==> config.mk <==
export PLATFORM = sky130hd
export DESIGN_NAME = pixel_proc_pipe
export DESIGN_NICKNAME = d
export VERILOG_FILES = /design/src/rtl/pixel_pkg.sv /design/src/rtl/pixel_lane_op.sv /design/src/rtl/pixel_proc_pipe.sv
export SDC_FILE = /design/constraint.sdc
export NUM_CORES = 1
export LEC_CHECK = 0
export BUFFER_PORTS_ARGS = -buffer_cell sky130_fd_sc_hd__buf_4
export CAP_MARGIN = 10
export CORE_ASPECT_RATIO = 0.9
export CORE_UTILIZATION = 61
export DETAILED_ROUTE_END_ITERATION = 10
export GPL_TIMING_DRIVEN = 0
export PLACE_DENSITY = 0.92
export SLEW_MARGIN = 5
export SYNTH_ARGS = -nofsm -noshare
export SYNTH_HDL_FRONTEND = slang
export SYNTH_HIERARCHICAL = 1
export SYNTH_SLANG_ARGS = --single-unit
==> constraint.sdc <==
create_clock -name HCLK -period 6.6 [get_ports HCLK]
set_clock_uncertainty 0.2 [all_clocks]
set_input_delay 0.99 -clock HCLK [delete_from_list [all_inputs] [get_ports HCLK]]
set_output_delay 0.99 -clock HCLK [all_outputs]
set_load 0.02 [all_outputs]
==> src/rtl/pixel_pkg.sv <==
// Shared definitions for the pixel processing pipeline: operation encodings,
// gray weighting shift and a saturation helper.
package pixel_pkg;

  typedef enum logic [2:0] {
    MODE_PASS   = 3'd0,
    MODE_BR_ADD = 3'd1,
    MODE_BR_SUB = 3'd2,
    MODE_GRAY   = 3'd3,
    MODE_INV    = 3'd4,
    MODE_THR    = 3'd5
  } mode_e;

  // gray = (R + 2G + B) >> GRAY_SHIFT
  localparam int GRAY_SHIFT = 2;

  localparam int SAT_W = 32;

  function automatic logic [SAT_W-1:0] saturate(input logic             overflow,
                                                input logic [SAT_W-1:0] value,
                                                input logic [SAT_W-1:0] limit);
    return overflow ? limit : value;
  endfunction

endpackage

==> src/rtl/pixel_lane_op.sv <==
// Stage-2 point operator for a single pixel: selects the processed value for
// each channel from the stage-1 precomputed gray, sum and difference.
module pixel_lane_op
  import pixel_pkg::*;
#(
  parameter int DATA_WIDTH = 8,
  parameter int THRESH     = 90
) (
  input  logic [2:0]            mode,
  input  logic [DATA_WIDTH-1:0] r_in,
  input  logic [DATA_WIDTH-1:0] g_in,
  input  logic [DATA_WIDTH-1:0] b_in,
  input  logic [DATA_WIDTH-1:0] gray,
  input  logic [DATA_WIDTH:0]   sum_r,
  input  logic [DATA_WIDTH:0]   sum_g,
  input  logic [DATA_WIDTH:0]   sum_b,
  input  logic [DATA_WIDTH:0]   diff_r,
  input  logic [DATA_WIDTH:0]   diff_g,
  input  logic [DATA_WIDTH:0]   diff_b,
  output logic [DATA_WIDTH-1:0] r_out,
  output logic [DATA_WIDTH-1:0] g_out,
  output logic [DATA_WIDTH-1:0] b_out
);

  localparam logic [DATA_WIDTH-1:0] ONES = '1;

  function automatic logic [DATA_WIDTH-1:0] sat_add(input logic [DATA_WIDTH:0] s);
    return DATA_WIDTH'(saturate(s[DATA_WIDTH], SAT_W'(s[DATA_WIDTH-1:0]), SAT_W'(ONES)));
  endfunction

  // The borrow bit of the difference flags an underflow, which clamps to zero
  function automatic logic [DATA_WIDTH-1:0] sat_sub(input logic [DATA_WIDTH:0] d);
    return DATA_WIDTH'(saturate(d[DATA_WIDTH], SAT_W'(d[DATA_WIDTH-1:0]), '0));
  endfunction

  logic [DATA_WIDTH-1:0] thr;

  always_comb begin
    thr   = (gray >= DATA_WIDTH'(THRESH)) ? ONES : '0;
    r_out = r_in;
    g_out = g_in;
    b_out = b_in;
    case (mode)
      MODE_BR_ADD: begin
        r_out = sat_add(sum_r);
        g_out = sat_add(sum_g);
        b_out = sat_add(sum_b);
      end
      MODE_BR_SUB: begin
        r_out = sat_sub(diff_r);
        g_out = sat_sub(diff_g);
        b_out = sat_sub(diff_b);
      end
      MODE_GRAY: begin
        r_out = gray;
        g_out = gray;
        b_out = gray;
      end
      MODE_INV: begin
        r_out = r_in ^ ONES;
        g_out = g_in ^ ONES;
        b_out = b_in ^ ONES;
      end
      MODE_THR: begin
        r_out = thr;
        g_out = thr;
        b_out = thr;
      end
      default: ;
    endcase
  end

endmodule

==> src/rtl/pixel_proc_pipe.sv <==
// Two-stage stall-able streaming pixel processor with line/frame markers.
// Define PIXEL_PROC_STATS_EN to add per-frame gray min/max statistics ports.
module pixel_proc_pipe
  import pixel_pkg::*;
#(
  parameter int DATA_WIDTH = 8,
  parameter int LANES      = 1,
  parameter int IMG_W      = 768,
  parameter int IMG_H      = 512,
  parameter int THRESH     = 90
) (
  input  logic                        HCLK,
  input  logic                        HRESET,
  input  logic [2:0]                  mode,
  input  logic [DATA_WIDTH-1:0]       bright_val,
  input  logic                        in_valid,
  output logic                        in_ready,
  input  logic                        in_hsync,
  input  logic [LANES*DATA_WIDTH-1:0] in_r,
  input  logic [LANES*DATA_WIDTH-1:0] in_g,
  input  logic [LANES*DATA_WIDTH-1:0] in_b,
  output logic                        out_valid,
  input  logic                        out_ready,
  output logic                        out_hsync,
  output logic [LANES*DATA_WIDTH-1:0] out_r,
  output logic [LANES*DATA_WIDTH-1:0] out_g,
  output logic [LANES*DATA_WIDTH-1:0] out_b,
  output logic                        out_eol,
  output logic                        out_eof,
  output logic                        frame_done
`ifdef PIXEL_PROC_STATS_EN
  ,
  output logic [DATA_WIDTH-1:0]       stat_min,
  output logic [DATA_WIDTH-1:0]       stat_max,
  output logic                        stat_valid
`endif
);

  localparam int COLS = IMG_W / LANES;
  localparam int CW   = (COLS > 1) ? $clog2(COLS) : 1;
  localparam int RW   = (IMG_H > 1) ? $clog2(IMG_H) : 1;
  localparam int DW   = DATA_WIDTH;
  localparam int PW   = LANES * DW;
  localparam int SW   = LANES * (DW + 1);

  typedef struct packed {
    logic          valid;
    logic          hsync;
    logic          eol;
    logic          eof;
    logic [2:0]    mode;
    logic [PW-1:0] r, g, b, gray;
    logic [SW-1:0] sum_r, sum_g, sum_b, diff_r, diff_g, diff_b;
  } s1_t;

  typedef struct packed {
    logic          valid;
    logic          hsync;
    logic          eol;
    logic          eof;
    logic [PW-1:0] r, g, b;
  } s2_t;

  s1_t           s1_q, s1_d;
  s2_t           s2_q, s2_d;
  logic [CW-1:0] col_q, col_d;
  logic [RW-1:0] row_q, row_d;
  logic [2:0]    mode_lat_q, mode_lat_d, beat_mode;
  logic [DW-1:0] bv_lat_q, bv_lat_d, beat_bv;
  logic          adv, accept, last_col, last_row, first_beat;
  logic [DW-1:0] r_px, g_px, b_px;
  logic [PW-1:0] gray_in, op_r, op_g, op_b;
  logic [SW-1:0] sum_r_in, sum_g_in, sum_b_in, diff_r_in, diff_g_in, diff_b_in;

  assign in_ready   = adv && !HRESET;
  assign frame_done = s2_q.valid && out_ready && s2_q.eof;

  // The first beat of a frame uses the live mode/offset; later beats use the latch
  always_comb begin
    adv        = !s2_q.valid || out_ready;
    accept     = in_valid && in_ready;
    last_col   = (col_q == CW'(COLS - 1));
    last_row   = (row_q == RW'(IMG_H - 1));
    first_beat = (col_q == '0) && (row_q == '0);
    beat_mode  = first_beat ? mode : mode_lat_q;
    beat_bv    = first_beat ? bright_val : bv_lat_q;
    col_d      = col_q;
    row_d      = row_q;
    mode_lat_d = mode_lat_q;
    bv_lat_d   = bv_lat_q;
    if (accept) begin
      col_d = last_col ? '0 : col_q + 1'b1;
      if (last_col) row_d = last_row ? '0 : row_q + 1'b1;
      if (first_beat) begin
        mode_lat_d = mode;
        bv_lat_d   = bright_val;
      end
    end
  end

  always_comb begin
    r_px      = '0;
    g_px      = '0;
    b_px      = '0;
    gray_in   = '0;
    sum_r_in  = '0;
    sum_g_in  = '0;
    sum_b_in  = '0;
    diff_r_in = '0;
    diff_g_in = '0;
    diff_b_in = '0;
    for (int l = 0; l < LANES; l++) begin
      r_px = in_r[l*DW +: DW];
      g_px = in_g[l*DW +: DW];
      b_px = in_b[l*DW +: DW];
      gray_in[l*DW +: DW] =
        DW'(({2'b00, r_px} + {1'b0, g_px, 1'b0} + {2'b00, b_px}) >> GRAY_SHIFT);
      sum_r_in[l*(DW+1) +: DW+1]  = {1'b0, r_px} + {1'b0, beat_bv};
      sum_g_in[l*(DW+1) +: DW+1]  = {1'b0, g_px} + {1'b0, beat_bv};
      sum_b_in[l*(DW+1) +: DW+1]  = {1'b0, b_px} + {1'b0, beat_bv};
      diff_r_in[l*(DW+1) +: DW+1] = {1'b0, r_px} - {1'b0, beat_bv};
      diff_g_in[l*(DW+1) +: DW+1] = {1'b0, g_px} - {1'b0, beat_bv};
      diff_b_in[l*(DW+1) +: DW+1] = {1'b0, b_px} - {1'b0, beat_bv};
    end
  end

  for (genvar l = 0; l < LANES; l++) begin : g_lane
    pixel_lane_op #(.DATA_WIDTH(DW), .THRESH(THRESH)) u_op (
      .mode  (s1_q.mode),
      .r_in  (s1_q.r[l*DW +: DW]),
      .g_in  (s1_q.g[l*DW +: DW]),
      .b_in  (s1_q.b[l*DW +: DW]),
      .gray  (s1_q.gray[l*DW +: DW]),
      .sum_r (s1_q.sum_r[l*(DW+1) +: DW+1]),
      .sum_g (s1_q.sum_g[l*(DW+1) +: DW+1]),
      .sum_b (s1_q.sum_b[l*(DW+1) +: DW+1]),
      .diff_r(s1_q.diff_r[l*(DW+1) +: DW+1]),
      .diff_g(s1_q.diff_g[l*(DW+1) +: DW+1]),
      .diff_b(s1_q.diff_b[l*(DW+1) +: DW+1]),
      .r_out (op_r[l*DW +: DW]),
      .g_out (op_g[l*DW +: DW]),
      .b_out (op_b[l*DW +: DW])
    );
  end

  always_comb begin
    s1_d = s1_q;
    s2_d = s2_q;
    if (adv) begin
      s1_d.valid  = accept;
      s1_d.hsync  = in_hsync;
      s1_d.eol    = accept && last_col;
      s1_d.eof    = accept && last_col && last_row;
      s1_d.mode   = beat_mode;
      s1_d.r      = in_r;
      s1_d.g      = in_g;
      s1_d.b      = in_b;
      s1_d.gray   = gray_in;
      s1_d.sum_r  = sum_r_in;
      s1_d.sum_g  = sum_g_in;
      s1_d.sum_b  = sum_b_in;
      s1_d.diff_r = diff_r_in;
      s1_d.diff_g = diff_g_in;
      s1_d.diff_b = diff_b_in;
      s2_d.valid  = s1_q.valid;
      s2_d.hsync  = s1_q.hsync;
      s2_d.eol    = s1_q.eol;
      s2_d.eof    = s1_q.eof;
      s2_d.r      = op_r;
      s2_d.g      = op_g;
      s2_d.b      = op_b;
    end
  end

  always_ff @(posedge HCLK or posedge HRESET) begin
    if (HRESET) begin
      col_q      <= '0;
      row_q      <= '0;
      mode_lat_q <= '0;
      bv_lat_q   <= '0;
      s1_q       <= '0;
      s2_q       <= '0;
    end else begin
      col_q      <= col_d;
      row_q      <= row_d;
      mode_lat_q <= mode_lat_d;
      bv_lat_q   <= bv_lat_d;
      s1_q       <= s1_d;
      s2_q       <= s2_d;
    end
  end

  assign out_valid = s2_q.valid;
  assign out_hsync = s2_q.hsync;
  assign out_eol   = s2_q.eol;
  assign out_eof   = s2_q.eof;
  assign out_r     = s2_q.r;
  assign out_g     = s2_q.g;
  assign out_b     = s2_q.b;

`ifdef PIXEL_PROC_STATS_EN
  logic [DW-1:0] trk_min_q, trk_min_d, trk_max_q, trk_max_d, snap_min, snap_max;
  logic [DW-1:0] s1_min_q, s1_min_d, s1_max_q, s1_max_d;
  logic [DW-1:0] s2_min_q, s2_min_d, s2_max_q, s2_max_d;
  logic [DW-1:0] stat_min_q, stat_min_d, stat_max_q, stat_max_d;
  logic          stat_valid_q, stat_valid_d;

  // The frame's final min/max rides along with its eof beat, so early beats of
  // the next frame can be tracked before frame_done publishes the result
  always_comb begin
    snap_min = trk_min_q;
    snap_max = trk_max_q;
    for (int l = 0; l < LANES; l++) begin
      if (gray_in[l*DW +: DW] < snap_min) snap_min = gray_in[l*DW +: DW];
      if (gray_in[l*DW +: DW] > snap_max) snap_max = gray_in[l*DW +: DW];
    end
    trk_min_d = trk_min_q;
    trk_max_d = trk_max_q;
    if (accept) begin
      trk_min_d = (last_col && last_row) ? '1 : snap_min;
      trk_max_d = (last_col && last_row) ? '0 : snap_max;
    end
    s1_min_d     = adv ? snap_min : s1_min_q;
    s1_max_d     = adv ? snap_max : s1_max_q;
    s2_min_d     = adv ? s1_min_q : s2_min_q;
    s2_max_d     = adv ? s1_max_q : s2_max_q;
    stat_valid_d = frame_done;
    stat_min_d   = frame_done ? s2_min_q : stat_min_q;
    stat_max_d   = frame_done ? s2_max_q : stat_max_q;
  end

  always_ff @(posedge HCLK or posedge HRESET) begin
    if (HRESET) begin
      trk_min_q    <= '1;
      trk_max_q    <= '0;
      s1_min_q     <= '0;
      s1_max_q     <= '0;
      s2_min_q     <= '0;
      s2_max_q     <= '0;
      stat_min_q   <= '0;
      stat_max_q   <= '0;
      stat_valid_q <= 1'b0;
    end else begin
      trk_min_q    <= trk_min_d;
      trk_max_q    <= trk_max_d;
      s1_min_q     <= s1_min_d;
      s1_max_q     <= s1_max_d;
      s2_min_q     <= s2_min_d;
      s2_max_q     <= s2_max_d;
      stat_min_q   <= stat_min_d;
      stat_max_q   <= stat_max_d;
      stat_valid_q <= stat_valid_d;
    end
  end

  assign stat_min   = stat_min_q;
  assign stat_max   = stat_max_q;
  assign stat_valid = stat_valid_q;
`endif

endmodule

==> reports/metrics.yaml, run 1 <==
status: "completed"
slew_headroom_pct: 44.31
die_h_um: 120.4
required_ns: 6.75
area_growth_syn_to_layout_pct: 15.09
io_buffers: 69
gr-total-overflow: 0
power.density_nw_per_um2: 247.5
wl_um: 27740
dieArea_sq_um: 16070
worstReg2RegStart: "row_q[2]"
synth.avg_cell_area_sq_um: 9.077
min_period_over_period_pct: 66.95
synth-edff-count: 0
die_w_um: 133.5
antennaDiodeCount: 0
grtUsageTotal_pct: 36.57
power_w: 0.002704
cts.path.max_buffers: 2
cts.sinks: 148
nets: 1254
cts_max_level: 4
via_per_inst: 6.265
dr.pass1.iters: 5
start_util_pct: 63.39
ant_nets: 0
antenna_found_initial: 0
clock.fmax_mhz: 226.3
critPathLaunchType: "register"
hold_class: "reg -> reg"
post-place-ws_ns: 1.922
dp_hpwl_um: 20480
root_buffer: "clkbuf_16"
ys_ff_latch: 148
cap_viol_max_count: 0
crit_type: "reg -> reg"
core-area_sq_um: 14980
clk_pin_slew_ns: 0.06
timing.final.ws_setup_ns: 2.181
maxSlewViolCount: 0
syn_inst: 1046
final_cell_mix: "227 x nand2_1, 148 x dfrtp_1, 108 x nor2_1, 71 x buf_4, 65 x ha_1"
startpoint: "row_q[2]"
detail_route.drc_violations: 0
gp_congestion: 0.9404
cts_tree: "yes"
rsz0062_at_grt: "no"
worst_pin_slew_ns: 0.8192
final_common_cell: "nand2_1"
hold_viol: 0
num_vias: 8433
grt_max_degree: 91
clkLatencyLatePin_ns: 0.43
p_leak_nw: 4.947
finalSetupViolations: 0
grt_pass1_wl_um: 44050
synth.distinct_cells: 67
ys_warn_count: 6
cp_slowest_cell: "mux2i_2"
drive_gt1_share_pct: 14.81
syn_area_sq_um: 9494
cts_setup_buffers: 0
cts_buffers: 17
fin_crit_ns: 4.419
row_count: 42
grt_pass1_vias: 8200
min_from: "out_r[0]"
yosys_most_used_dff: "dfrtp_1"
cts_resized: 0
holdBufCountCts: 0
syn_nets: 1165
synth.yosys.seq_area_share_pct: 39.01
crit_path_end_kind: "register"
peakVddDrop_v: 0.0001995
max_stage_delay_ns: 0.73
cp_cell_sequence: "or4_4 > nor3_4 > buf_6 > mux2i_2 > inv_1 > ha_1 > o21bai_1 > a221oi_1 > a211oi_1 > or3_1 > a31oi_1"
drt_iter0_drc: 938
cp_max_fo: 10
avgRoutedWirePerCell_um: 20.61
critPathArrivalTime_ns: 4.57
io_pins: 70
timing.hold.ws_ns: 0.2717
async_flop_share_pct: 100.0
cell usage after synthesis (11+ instances only):
cell type | n | area [sq um]
inv_1 | 43 | 161.4
o21ai_0 | 51 | 255.2
nand3_1 | 18 | 90.09
a211oi_1 | 15 | 112.6
o31ai_1 | 11 | 82.58
xnor2_1 | 11 | 96.34
dfrtp_1 | 148 | 3704
a41oi_2 | 20 | 325.3
ha_1 | 65 | 813.3
nor2b_1 | 11 | 68.82
clkbuf_1 | 26 | 97.59
mux2i_1 | 13 | 130.1
fa_1 | 14 | 280.3
o22a_1 | 24 | 210.2
nand2_1 | 227 | 852.1
xor2_1 | 15 | 131.4
nor2_1 | 108 | 405.4
o21bai_1 | 11 | 82.58
a21oi_1 | 44 | 220.2
final cells by class:
class / count / area (sq um)
clock buffer: 19 / 432.9
clock inverter: 13 / 197.7
inverter: 44 / 170.2
fill: 1059 / 4050
buffer: 53 / 265.3
multi-input combinational: 801 / 5364
sequential: 148 / 3704
tap: 198 / 247.7
timing repair buffer: 70 / 545.5
worst max-delay path, delay by kind of cell (launching register included):
| kind | cells | cell delay, ns |
|---|---|---|
| compound gates | 4 | 0.91 |
| buf+inv | 2 | 0.48 |
| flops | 1 | 0.45 |
| simple gates | 3 | 1.15 |
| mux | 1 | 0.73 |
| fa+ha+maj | 1 | 0.41 |
where the power goes:
| part | switching, W | total, W | internal, W |
|---|---|---|---|
| combinational | 0.000319 | 0.000526 | 0.000207 |
| sequential | 0.000108 | 0.00113 | 0.00102 |
| clock | 0.000408 | 0.00105 | 0.000640 |
| total | 0.000835 | 0.00270 | 0.00187 |
registers in the layout (all words and copies together), names as in the netlist:
signal,count
out_b,8
out_eol,1
out_valid,1
row_q,9
out_hsync,1
mode_lat_q,3
bv_lat_q,8
s1_q,90
out_eof,1
col_q,10
out_g,8
out_r,8
worst paths after layout:
kind | endpoint | slack (ns) | cells past startpoint
max | s1_q[16] | 2.18 | 11
max reg2reg | s1_q[16] | 2.18 | 11
min | out_r[0] | 0.27 | 2
max in group asynchronous | s1_q[13] | 4.93 | 3
min in group asynchronous | col_q[3] | 0.42 | 2
min reg2reg | out_r[0] | 0.27 | 2
metal layers:
| layer | share of wire, % | up-vias | wire length (um) | GRT usage, % |
|---|---|---|---|---|
| li1 | - | 3800 | - | - |
| met1 | 40 | 4045 | 11170 | 49.86 |
| met2 | 44 | 516 | 12270 | 55.27 |
| met3 | 13 | 72 | 3526 | 11.19 |
| met4 | 2.8 | 0 | 770 | 12.78 |
| met5 | 0 | - | 0 | 0 |
cell families after synthesis:
| kind of cell | after synthesis | share of synthesized area, % |
|---|---|---|
| flops | 148 | 39.01 |
| compound gates | 245 | 19.10 |
| simple gates | 421 | 19.66 |
| mux | 30 | 3.782 |
| buf+inv | 97 | 4.533 |
| fa+ha+maj | 79 | 11.52 |
| xor+xnor | 26 | 2.399 |
per-stage QoR:
| stage | area, sq um | TNS (ns) | util [%] | cells |
|---|---|---|---|---|
| 6_report | 10930 | 0 | 72.96 | 1346 |
| 2_1_floorplan | 9494 | 0 | - | 1046 |
| 3_3_place_gp | 10260 | -40.10 | 68.50 | 1313 |
| 3_5_place_dp | 10290 | 0 | 68.72 | 1314 |
| 5_1_grt | 10930 | 0 | 72.96 | 1346 |
| 4_1_cts | 10920 | 0 | 72.93 | 1346 |
Power figures use the tool's default switching activity.
==> run 2, diff against run 1 <==
==> constraint.sdc (replaced) <==
create_clock -name HCLK -period 4.55 [get_ports HCLK]
set_clock_uncertainty 0.2 [all_clocks]
set_input_delay 0.6825 -clock HCLK [delete_from_list [all_inputs] [get_ports HCLK]]
set_output_delay 0.6825 -clock HCLK [all_outputs]
set_load 0.02 [all_outputs]
==> reports/metrics.yaml, run 2 (synthesis gave the netlist of run 1 again) <==
status: "completed"  # unchanged
max_stage_delay_ns: 0.45  # was 0.73 ns
maxSlewViolCount: 0  # unchanged
worst_pin_slew_ns: 0.8261  # was 0.8192 ns
nets: 1259  # was 1254
gp_congestion: 0.9825  # was 0.9404
start_util_pct: 63.39  # unchanged
largest_reg_flops: 90  # unchanged
cap_viol_max_count: 0  # unchanged
clkLatencyLatePin_ns: 0.44  # was 0.43 ns
post-route-util_pct: 73.34  # was 72.96%
final_common_cell: "nand2_1"  # unchanged
area_growth_syn_to_layout_pct: 15.70  # was 15.09%
hold_class: "in -> async"  # was reg -> reg
grt_max_degree: 44  # was 91
wl_um: 27590  # was 27740 um
fin_cells: 1351  # was 1346
antenna_found_initial: 0  # unchanged
grtUsageTotal_pct: 36.61  # was 36.57%
die_w_um: 133.5  # unchanged
clk_pin_slew_ns: 0.07  # was 0.06 ns
row_count: 42  # unchanged
via_per_inst: 6.324  # was 6.265
timing.final.ws_setup_ns: 0.3186  # was 2.181 ns
antennaDiodeCount: 0  # unchanged
cts.path.max_buffers: 2  # unchanged
holdBufCountCts: 0  # unchanged
largest-register: "s1_q"  # unchanged
cts.sinks: 148  # unchanged
slew_headroom_pct: 44.93  # was 44.31%
detail_route.drc_violations: 0  # unchanged
num_vias: 8544  # was 8433
drt_iter0_drc: 1111  # was 938
cts_resized: 0  # unchanged
critPathLaunchType: "register"  # unchanged
cts_buffers: 17  # unchanged
peakVddDrop_v: 0.0002871  # was 0.0001995 V
dr.pass1.iters: 8  # was 5
cts_setup_buffers: 0  # unchanged
p_leak_nw: 4.969  # was 4.947 nW
dp_hpwl_um: 20530  # was 20480 um
fin_crit_ns: 4.231  # was 4.419 ns
hold_viol: 0  # unchanged
cp_max_fo: 10  # unchanged
crit_type: "reg -> reg"  # unchanged
critPathArrivalTime_ns: 4.32  # was 4.57 ns
min_period_over_period_pct: 93.00  # was 66.95%
crit_path_end_kind: "register"  # unchanged
io_pins: 70  # unchanged
grt_pass1_wl_um: 44400  # was 44050 um
core-area_sq_um: 14980  # unchanged
grt_pass1_vias: 8335  # was 8200
cp_cell_sequence: "nor4_1 > nand2_1 > nor3_4 > buf_6 > mux2i_1 > inv_1 > ha_1 > clkbuf_1 > nor2_1 > a2111oi_0 > o21ai_1 > xor2_1 > a21oi_1"  # was or4_4 > nor3_4 > buf_6 > mux2i_2 > inv_1 > ha_1 > o21bai_1 > a221oi_1 > a211oi_1 > or3_1 > a31oi_1
cts_max_level: 4  # unchanged
die_h_um: 120.4  # unchanged
ant_nets: 0  # unchanged
cts_tree: "yes"  # unchanged
required_ns: 4.64  # was 6.75 ns
final_cell_mix: "227 x nand2_1, 148 x dfrtp_1, 108 x nor2_1, 71 x buf_4, 65 x ha_1"  # unchanged
finalSetupViolations: 0  # unchanged
dp.cells: 1319  # was 1314
gr-total-overflow: 0  # unchanged
cp_slowest_cell: "dfrtp_1"  # was mux2i_2
largestRegisters: "s1_q: 90 flops, col_q: 10 flops, row_q: 9 flops"  # unchanged
rsz0062_at_grt: "no"  # unchanged
avgRoutedWirePerCell_um: 20.42  # was 20.61 um
root_buffer: "clkbuf_16"  # unchanged
timing.hold.ws_ns: 0.04197  # was 0.2717 ns
drive_gt1_share_pct: 15.26  # was 14.81%
clock.fmax_mhz: 236.3  # was 226.3 MHz
power.density_nw_per_um2: 351.1  # was 247.5 nW/um^2
power_w: 0.003856  # was 0.002704 W
dieArea_sq_um: 16070  # unchanged
post-place-ws_ns: 0.4112  # was 1.922 ns
io_buffers: 69  # unchanged
[run 2: changes by cell type in the layout (fill, tap and decap cells not counted), sizes merged]
cell,change
buf,+5
clkinvlp,+3
bufinv,-2
clkbuf,-2
inv,+2
clkinv,-1
[run 2: final cells by class]
cell class / instances / area [sq um]
tap: 198 / 247.7
buffer: 53 / 265.3
sequential: 148 / 3704
multi-input combinational: 801 / 5360
inverter: 44 / 168.9
timing repair buffer: 75 / 644.4
clock buffer: 17 / 425.4
fill: 1041 / 3993
clock inverter: 15 / 168.9
[run 2: per-layer routing]
metal	vias to the layer above	part of all wire [%]	global-route usage (%)
met5	-	0	0
met4	0	3.2	14.63
met3	96	13	12.03
met2	563	44	55.66
met1	4071	40	48.37
li1	3814	-	-
[run 2: path summary, 6_finish.rpt]
check / startpoint / end / slack [ns] / depth (start not counted)
setup / recovery: row_q[3] / s1_q[7] / 0.32 / 13
hold / removal: HRESET / col_q[9] / 0.04 / 2
setup reg to reg: row_q[3] / s1_q[7] / 0.32 / 13
hold reg to reg: out_r[1] / out_r[1] / 0.27 / 2
max in group asynchronous: HRESET / s1_q[59] / 3.05 / 6
min in group HCLK: in_hsync / s1_q[91] / 0.26 / 3
[run 2: critical path: cells and delay by family, from the launching register on]
family	cells	cell delay, ns
muxes	1	0.41
xor gates and xnor gates	1	0.34
and+or+nand+nor	4	0.92
adders and majority gates	1	0.31
buffers and inverters	3	0.70
AOI/OAI and AO/OA	3	0.74
DFF	1	0.45
[run 2: through the flow]
stage / cell area, sq um / setup TNS, ns
detailed placement: 10390 / 0
finish: 10980 / 0
CTS: 10980 / 0
global placement: 10260 / -22.17
floorplan: 9498 / 0
global route: 10980 / 0
[run 2: power by group]
group | switching [W] | internal, W | leakage (nW)
sequential | 0.000155 | 0.00148 | 1.82
clock | 0.000623 | 0.000822 | 0.282
combinational | 0.000467 | 0.000307 | 2.87
total | 0.00124 | 0.00261 | 4.97
==> run 3, diff against run 2 <==
--- a/config.mk
+++ b/config.mk
@@ -5,13 +5,14 @@
 export SDC_FILE = /design/constraint.sdc
 export NUM_CORES = 1
 export LEC_CHECK = 0
+export ABC_AREA = 1
 export BUFFER_PORTS_ARGS = -buffer_cell sky130_fd_sc_hd__buf_4
 export CAP_MARGIN = 10
 export CORE_ASPECT_RATIO = 0.9
-export CORE_UTILIZATION = 61
+export CORE_UTILIZATION = 62
 export DETAILED_ROUTE_END_ITERATION = 10
 export GPL_TIMING_DRIVEN = 0
-export PLACE_DENSITY = 0.92
+export PLACE_DENSITY = 0.93
 export SLEW_MARGIN = 5
 export SYNTH_ARGS = -nofsm -noshare
 export SYNTH_HDL_FRONTEND = slang
==> reports/metrics.yaml, run 3 <==
drt_iter0_drc: 1281  # was 1111
final_common_cell: "nand2_1"  # unchanged
synthTopCellsByCount: "484 x nand2_1, 206 x nor2_1, 148 x dfrtp_1"  # was 227 x nand2_1, 148 x dfrtp_1, 108 x nor2_1
critPathArrivalTime_ns: 3.74  # was 4.32 ns
slew_headroom_pct: 51.99  # was 44.93%
cap_viol_max_count: 0  # unchanged
worst_pin_slew_ns: 0.7202  # was 0.8261 ns
cp_cell_sequence: "inv_1 > ha_1 > nand2_1 > nor2_4 > nand3_2 > nand2_1 > nand2_1 > inv_1 > ha_1 > o21ai_0 > nand3_1 > nand2_1 > nand2_1 > nand3_1 > nand2_1"  # was nor4_1 > nand2_1 > nor3_4 > buf_6 > mux2i_1 > inv_1 > ha_1 > clkbuf_1 > nor2_1 > a2111oi_0 > o21ai_1 > xor2_1 > a21oi_1
num_vias: 10050  # was 8544
hold_viol: 0  # unchanged
max_stage_delay_ns: 0.41  # was 0.45 ns
gp_congestion: 1.022  # was 0.9825
largest_reg_flops: 90  # unchanged
synth.avg_cell_area_sq_um: 7.011  # was 9.077 sq um
synth_largest_area_cell: "dfrtp_1"  # unchanged
synth-edff-count: 0  # unchanged
row_count: 43  # was 42
status: "completed"  # unchanged
ant_nets: 0  # unchanged
synth_top_cell_area_share_pct: 36.79  # was 39.01%
crit_type: "reg -> reg"  # unchanged
dp.cells: 1711  # was 1319
finalSetupTns_ns: 0  # unchanged
cp_slowest_cell: "dfrtp_1"  # unchanged
root_buffer: "clkbuf_16"  # unchanged
ys_warn_count: 6  # unchanged
p_leak_nw: 6.196  # was 4.969 nW
synth_top_family_by_area: "simple AND/OR/NAND/NOR gates"  # unchanged
syn_area_sq_um: 10070  # was 9494 sq um
synthMuxAreaShare_pct: 0  # was 3.782%
finalSetupViolations: 0  # unchanged
post-place-ws_ns: 1.044  # was 0.4112 ns
cts.path.max_buffers: 2  # unchanged
grt_max_degree: 40  # was 44
synth.yosys.seq_area_share_pct: 36.79  # was 39.01%
clkLatencyLatePin_ns: 0.43  # was 0.44 ns
synthAdderAreaFrac_pct: 10.86  # was 11.52%
fin_crit_ns: 3.632  # was 4.231 ns
die_w_um: 136.3  # was 133.5 um
cts_resized: 0  # unchanged
antennaDiodeCount: 0  # unchanged
cts.sinks: 148  # unchanged
start_util_pct: 64.30  # was 63.39%
nets: 1647  # was 1259
ys_ff_latch: 148  # unchanged
synthXorXnorAreaFrac_pct: 1.392  # was 2.399%
grt_pass1_wl_um: 49510  # was 44400 um
clk_pin_slew_ns: 0.06  # was 0.07 ns
async_flop_share_pct: 100.0  # unchanged
cp_max_fo: 10  # unchanged
avgRoutedWirePerCell_um: 17.72  # was 20.42 um
io_pins: 70  # unchanged
detail_route.drc_violations: 0  # unchanged
core-area_sq_um: 15660  # was 14980 sq um
power.density_nw_per_um2: 333.8  # was 351.1 nW/um^2
synth-simple-area-share_pct: 37.41  # was 19.66%
largest-register: "s1_q"  # unchanged
grtUsageTotal_pct: 39.54  # was 36.61%
syn_nets: 1555  # was 1165
dr.pass1.iters: 7  # was 8
dp_hpwl_um: 23040  # was 20530 um
holdBufCountCts: 0  # unchanged
drive_gt1_share_pct: 10.84  # was 15.26%
cts_tree: "yes"  # unchanged
clock.fmax_mhz: 275.3  # was 236.3 MHz
synth_most_common_cell: "nand2_1"  # unchanged
wl_um: 30880  # was 27590 um
cp_common_cell: "nand2_1"
hold_class: "in -> async"  # unchanged
peakVddDrop_v: 0.0003140  # was 0.0002871 V
maxSlewViolCount: 0  # unchanged
synth_compound_area_share_pct: 5.556  # was 19.10%
antenna_found_initial: 0  # unchanged
yosys_most_used_dff: "dfrtp_1"  # unchanged
cts_max_level: 4  # unchanged
power_w: 0.003824  # was 0.003856 W
final_cell_mix: "484 x nand2_1, 206 x nor2_1, 148 x dfrtp_1, 142 x inv_1, 127 x nand3_1"  # was 227 x nand2_1, 148 x dfrtp_1, 108 x nor2_1, 71 x buf_4, 65 x ha_1
min_period_over_period_pct: 79.82  # was 93.00%
synthTopCellsByArea: "dfrtp_1 37%, nand2_1 18%, ha_1 8.1%"  # was dfrtp_1 39%, nand2_1 9.0%, ha_1 8.6%
synth.distinct_cells: 41  # was 67
gr-total-overflow: 0  # unchanged
dieArea_sq_um: 16750  # was 16070 sq um
critPathLaunchType: "register"  # unchanged
syn_inst: 1436  # was 1046
cts_setup_buffers: 0  # unchanged
cts_buffers: 17  # unchanged
largestRegisters: "s1_q: 90 flops, col_q: 10 flops, row_q: 9 flops"  # unchanged
die_h_um: 122.9  # was 120.4 um
timing.final.ws_setup_ns: 0.9182  # was 0.3186 ns
crit_path_end_kind: "register"  # unchanged
grt_pass1_vias: 9562  # was 8335
required_ns: 4.66  # was 4.64 ns
via_per_inst: 5.766  # was 6.324
area_growth_syn_to_layout_pct: 13.81  # was 15.70%
io_buffers: 69  # unchanged
fin_cells: 1743  # was 1351
rsz0062_at_grt: "no"  # unchanged
[run 3: cell type report]
type | instances | area, sq um
Fill cell | 1204 | 4199
Sequential cell | 148 | 3704
Inverter | 148 | 561.8
Timing Repair Buffer | 73 | 598.1
Tap cell | 202 | 252.7
Multi-Input combinational cell | 1091 | 5559
Clock buffer | 25 | 485.5
Buffer | 49 | 246.5
Clock inverter | 7 | 50.05
[run 3: cell families (layout without fill, tap and decap cells)]
group                    after synthesis  count (layout)
AND/OR/NAND/NOR                      888             888
XOR/XNOR                              16              16
AO/OA/AOI/OAI                        108             108
flip-flops                           148             148
adder cells (fa/ha/maj)               79              79
buffers and inverters                197             302
[run 3: power breakdown]
part	switching, W	internal, W
Clock	0.000568	0.000740
Combinational	0.000565	0.000299
Sequential	0.000160	0.00149
Total	0.00129	0.00253
[run 3: routing by layer]
| layer | vias up | track usage, % | wire [um] | part of all wire [%] |
|---|---|---|---|---|
| met5 | - | 0 | 0 | 0 |
| met4 | 0 | 22.08 | 1594 | 5.2 |
| met3 | 129 | 10.45 | 3635 | 12 |
| met2 | 653 | 59.36 | 13280 | 43 |
| met1 | 4559 | 51.88 | 12380 | 40 |
| li1 | 4709 | - | - | - |
[run 3: worst paths after layout]
| check | from | to | slack, ns | cells past startpoint |
|---|---|---|---|---|
| max | col_q[0] | s1_q[23] | 0.92 | 15 |
| min reg2reg | out_b[4] | out_b[4] | 0.27 | 2 |
| min | HRESET | out_g[2] | 0.09 | 2 |
| max in group asynchronous | HRESET | s1_q[53] | 3.30 | 4 |
| max reg2reg | col_q[0] | s1_q[23] | 0.92 | 15 |
| min in group HCLK | in_hsync | s1_q[91] | 0.27 | 3 |
[run 3: through the flow]
step	hold WS (ns)	cell area [sq um]	utilization, %
after detailed placement	0.2398	10920	69.76
after global placement	0.2309	10840	69.25
after global routing	0.1091	11460	73.18
after CTS	0.09588	11460	73.18
after floorplan	0.2198	10070	-
final	0.08504	11460	73.18
[run 3: critical path: cells and delay by family, from the launching register on]
kind	cells	cell delay, ns
AND/OR/NAND/NOR	10	1.52
AO/OA/AOI/OAI	1	0.41
flip-flops	1	0.41
adder cells (fa/ha/maj)	2	0.47
buffers and inverters	2	0.49
